### src/rtl/fetch_stage_pkg.sv
// Shared fetch-stage definitions: reset PC, state encodings, exception code,
// nop encoding and the F/D payload struct.
package fetch_stage_pkg;

  localparam logic [31:0] RESET_PC_DEF = 32'h0000_3000;
  localparam logic [31:0] IMEM_LO_DEF  = 32'h0000_3000;
  localparam logic [31:0] IMEM_HI_DEF  = 32'h0000_6FFF;
  localparam logic [4:0]  EXC_ADEL     = 5'd4;
  localparam logic [31:0] NOP          = 32'h0;

  typedef enum logic {
    FETCH_REQ  = 1'b0,
    FETCH_HOLD = 1'b1
  } fetch_state_e;

  // One fetched instruction as it travels from F into D.
  typedef struct packed {
    logic [31:0] pc;
    logic [31:0] instr;
    logic [4:0]  excode;
  } fd_pkt_t;

  // Word-aligned and inside the instruction window.
  function automatic logic addr_legal(input logic [31:0] a,
                                      input logic [31:0] lo,
                                      input logic [31:0] hi);
    return (a[1:0] == 2'b00) && (a >= lo) && (a <= hi);
  endfunction

endpackage

### src/rtl/fetch_stage_fd_reg.sv
// F/D pipeline register. en loads a real instruction; bubble loads a nop
// slot that still carries the fetch PC.
module fd_reg
  import fetch_stage_pkg::*;
#(
  parameter logic [31:0] RESET_PC = RESET_PC_DEF
) (
  input  logic    clk,
  input  logic    reset,
  input  logic    en,
  input  logic    bubble,
  input  fd_pkt_t din,
  output fd_pkt_t dout,
  output logic    valid
);

  // Load, bubble or hold; en wins over bubble.
  always_ff @(posedge clk) begin
    if (!reset) begin
      dout  <= '{pc: RESET_PC, instr: NOP, excode: 5'd0};
      valid <= 1'b0;
    end else if (en) begin
      dout  <= din;
      valid <= 1'b1;
    end else if (bubble) begin
      dout  <= '{pc: din.pc, instr: NOP, excode: 5'd0};
      valid <= 1'b0;
    end
  end

endmodule

### src/rtl/fetch_stage.sv
// Fetch stage: fetch PC register, REQ/HOLD state machine, one-entry skid
// buffer for a fetch that completes under stall, and the F/D register.
// Optional macro FETCH_ADEL_EN: illegal fetch addresses complete at once as
// a nop tagged with AdEL; the IMEM_LO/IMEM_HI bounds exist only in that build.
module fetch_stage
  import fetch_stage_pkg::*;
#(
`ifdef FETCH_ADEL_EN
  parameter logic [31:0] IMEM_LO  = IMEM_LO_DEF,
  parameter logic [31:0] IMEM_HI  = IMEM_HI_DEF,
`endif
  parameter logic [31:0] RESET_PC = RESET_PC_DEF
) (
  input  logic        clk,
  input  logic        reset,
  input  logic        stall,
  input  logic [31:0] npc,
  output logic [31:0] F_PC,
  output logic        imem_req,
  output logic [31:0] imem_addr,
  input  logic [31:0] imem_rdata,
  input  logic        imem_ready,
  output logic [31:0] D_PC,
  output logic [31:0] D_Instr,
  output logic        D_valid,
  output logic [4:0]  D_excode
);

  fetch_state_e state, state_nxt;
  logic [31:0]  fpc;
  fd_pkt_t      skid, cur, fd_din, fd_q;
  logic         fetch_done, fd_en, fd_bubble, skid_ld, pc_adv;

`ifdef FETCH_ADEL_EN
  logic adel;
  assign adel       = !addr_legal(fpc, IMEM_LO, IMEM_HI);
  assign fetch_done = adel || imem_ready;
  assign cur        = '{pc: fpc, instr: adel ? NOP : imem_rdata,
                        excode: adel ? EXC_ADEL : 5'd0};
  assign imem_req   = (state == FETCH_REQ) && !adel;
`else
  assign fetch_done = imem_ready;
  assign cur        = '{pc: fpc, instr: imem_rdata, excode: 5'd0};
  assign imem_req   = (state == FETCH_REQ);
`endif

  // Next state and datapath controls; skid drains into D once stall drops.
  always_comb begin
    state_nxt = state;
    fd_en     = 1'b0;
    fd_bubble = 1'b0;
    fd_din    = cur;
    skid_ld   = 1'b0;
    pc_adv    = 1'b0;
    case (state)
      FETCH_REQ: begin
        if (!stall) begin
          if (fetch_done) begin
            fd_en  = 1'b1;
            pc_adv = 1'b1;
          end else begin
            fd_bubble = 1'b1;
          end
        end else if (fetch_done) begin
          skid_ld   = 1'b1;
          state_nxt = FETCH_HOLD;
        end
      end
      FETCH_HOLD: begin
        if (!stall) begin
          fd_en     = 1'b1;
          fd_din    = skid;
          pc_adv    = 1'b1;
          state_nxt = FETCH_REQ;
        end
      end
      default: state_nxt = FETCH_REQ;
    endcase
  end

  // State, fetch PC and skid buffer; skid is only meaningful in HOLD.
  always_ff @(posedge clk) begin
    if (!reset) begin
      state <= FETCH_REQ;
      fpc   <= RESET_PC;
      skid  <= '0;
    end else begin
      state <= state_nxt;
      if (pc_adv)  fpc  <= npc;
      if (skid_ld) skid <= cur;
    end
  end

  fd_reg #(.RESET_PC(RESET_PC)) u_fd_reg (
    .clk    (clk),
    .reset  (reset),
    .en     (fd_en),
    .bubble (fd_bubble),
    .din    (fd_din),
    .dout   (fd_q),
    .valid  (D_valid)
  );

  assign F_PC      = fpc;
  assign imem_addr = fpc;
  assign D_PC      = fd_q.pc;
  assign D_Instr   = fd_q.instr;
  assign D_excode  = fd_q.excode;

endmodule

### config.mk
export PLATFORM = sky130hd
export DESIGN_NAME = fetch_stage
export DESIGN_NICKNAME = d
export VERILOG_FILES = /design/src/rtl/fetch_stage_pkg.sv /design/src/rtl/fetch_stage_fd_reg.sv /design/src/rtl/fetch_stage.sv
export SDC_FILE = /design/constraint.sdc
export NUM_CORES = 1
export LEC_CHECK = 0
export CAP_MARGIN = 20
export CORE_AREA = 8 8 129 131
export DETAILED_ROUTE_END_ITERATION = 6
export DIE_AREA = 0 0 137 139
export GPL_TIMING_DRIVEN = 0
export PLACE_DENSITY = 0.79
export SYNTH_ARGS = -nofsm -noshare
export SYNTH_HDL_FRONTEND = slang
export SYNTH_SLANG_ARGS = --single-unit
### constraint.sdc
create_clock -name clk -period 1.6 [get_ports clk]
set_clock_uncertainty 0.15 [all_clocks]
set_input_delay 0.24 -clock clk [delete_from_list [all_inputs] [get_ports clk]]
set_output_delay 0.24 -clock clk [all_outputs]
set_load 0.05 [all_outputs]
==> results.cfg <==
[sta]
setup_viol = 0
rsz0062_at_grt = yes
timing.fmax_mhz = 628
hold_viol = 0
finalCriticalPeriod_ns = 1.59
finalCritPeriodShare = 0.996
drv_slew = 0
hold_slack_ns = 0.209

[clocking]
worstSkewPairLatency_ns = 0.43
clk_path_buf_depth = 2
clockRootBuffer = clkbuf_16
cts_buffers = 17
clock-sinks = 162
htreeDepth = 4
clk_pin_slew_ns = 0.06
cts_tree = yes

[synthesis]
synth_seq_cells = 162
synth-edff-count = 0
syn-instance-count = 778
seq_area_frac_synth = 0.479
syn-mean-instance-area_um2 = 8.70
synth.distinct_cells = 23
synth_top_area_frac = 0.479
synthesis.area_um2 = 6770
yosys.area.top_type = dfxtp_1
yosys_warnings = 0
async_reset_ff_frac = 0
synth_area_leaders = dfxtp_1, nand2_1, mux2i_1
synth-main-ff-cell = dfxtp_1

[run_status]
status = finished clean

[place]
placedCellCount = 1167
place_hpwl_um = 13600
portBuffers = 197
globalplace.congestion = 0.775

[min_path]
min_to = F_PC[3]
hold_start = npc[3]
hold_path_depth = 3
hold_class = input port to flip-flop

[setup_path]
rr_endpoint = skid[54]
cp_top_family = buffers and inverters
critPathCaptureType = output port
cpMaxStageDelayCell = dfxtp_2
cp.arrival_ns = 1.20
crit_path_cell_trace = buf_6 > buf_12 > inv_4 > buf_8
rrSetupSlack_ns = 0.006
cp-start-kind = flip-flop
crit_fanout = 6
r2r-start = state
r2r_cells = 7
critPathMaxStageDelay_ns = 0.33
path_class = flip-flop to output port
crit_buf_inv = 4
worstPathRequired_ns = 1.21

[die]
io_pins = 203
core.rowCount = 45
dieArea_um2 = 19000
die_w_um = 137
start_util = 0.459
die_h_um = 139
fp.coreArea_um2 = 14800

[global_route]
grt_max_degree = 17
track_usage = 0.196
grt_first_pass_wirelength_um = 29600
antenna_found_initial = 0
grt_pass1_vias = 5612
grt_overflow = 0

[finish]
multi_input_area_um2 = 2980
syn_to_final_growth_pct = 44.8
n_fill_cell = 1269
nets = 1078
fin_util = 0.664
stdcell_count = 1210
regArea_um2 = 3260
drive_gt1_frac = 0.281
diodes = 0

[drt]
viasPerCell = 4.83
drt_iter0_drc = 264
ant_nets = 0
finalWirelength_um = 19300
dr.pass1.iters = 4
vias = 5841
drc_errors = 0
wire_per_inst_um = 16.0

[pwr]
power.leakage_nw = 4.10
power.total_mw = 10.4
powerDensity_nw_per_um2 = 1070
vdd_drop_max_mv = 0.729

[job]
max-cap-violations = 0
-- worst max-delay path by stage --
stage,startpoint,endpoint,cells past startpoint
3_5_place_dp,stall,u_fd_reg.dout[14],6
3_3_place_gp,stall,u_fd_reg.dout[31],6
6_report,state,imem_req,4
5_1_grt,state,u_fd_reg.dout[45],6
2_1_floorplan,state,imem_req,3
4_1_cts,state,imem_req,4
-- cell families (layout without fill, tap and decap cells) --
| kind of cell | count (synthesis) | after routing | share of synthesized area |
|---|---|---|---|
| simple gates | 295 | 295 | 0.177 |
| flops | 162 | 162 | 0.479 |
| compound gates | 159 | 159 | 0.154 |
| buf+inv | 95 | 335 | 0.0904 |
| mux | 66 | 66 | 0.0980 |
| other cells | 1 | 5 | 0.000554 |
-- cell type report --
type	count	share of cell area
Buffer	93	0.0696
Clock buffer	20	0.0466
Clock inverter	11	0.0188
Inverter	1	0.000639
Multi-Input combinational cell	525	0.304
Sequential cell	162	0.333
Tap cell	188	0.0240
Timing Repair Buffer	210	0.204
-- timing repair --
item                       CTS  global route
setup buffers                2             6
hold buffers                 0             0
setup endpoints to repair  167           138
gates cloned                 0             5
gates resized for setup    566            61
pin swaps                    0             5
-- metrics by stage --
stage / TNS, ns / cell area [um^2] / worst slack, ns
after floorplan: 0 / 6780 / 0.252
after global placement: -60.27 / 8990 / -0.472
after detailed placement: -67.21 / 8990 / -0.521
after CTS: -0.0946 / 9510 / -0.0946
after global routing: -0.467 / 9800 / -0.0319
final: 0 / 9800 / 0.00644
-- report_power, final --
group	total (mW)	internal (mW)	switching [mW]
Clock	4.43	2.83	1.60
Combinational	1.69	0.667	1.03
Sequential	4.32	4.20	0.118
Total	10.4	7.70	2.75
-- Yosys cell counts, drive strengths merged, types with 2 or more instances --
master  count
nand2     259
dfxtp     162
a21boi     94
buf        75
mux2i      64
o21ai      62
and2       31
clkbuf     19
mux2        2
nand3       2
-- state kept, by name, indices dropped and copies added, names as in the netlist --
register,cells
skid,64
state,1
F_PC,32
u_fd_reg.valid,1
u_fd_reg.dout,64
-- worst reg2reg max path, cell delays in order, from the launching register on --
cell	delay, ns
dfxtp_2	0.33
buf_6	0.13
buf_6	0.11
and3b_2	0.27
buf_12	0.18
clkbuf_16	0.17
nand2_1	0.05
a21boi_1	0.12
-- routing by layer --
layer,global-route usage,routed length (um)
met1,0.230,8170
met2,0.333,9620
met3,0.0674,1390
met4,0.0498,159
met5,0,0
-- layout by cell type (no fill, tap or decap), types with 8 or more instances in the layout --
cell type / count
nand2_2: 8
clkdlybuf4s50_1: 66
and2_1: 31
o21ai_0: 59
a21boi_0: 29
mux2i_1: 63
clkbuf_1: 15
clkdlybuf4s15_2: 64
nand2_1: 251
buf_2: 47
a21boi_1: 57
dfxtp_1: 150
a21boi_2: 8
clkbuf_16: 21
dfxtp_2: 12
buf_4: 86
Note: power is estimated with default switching activity, not from simulation.
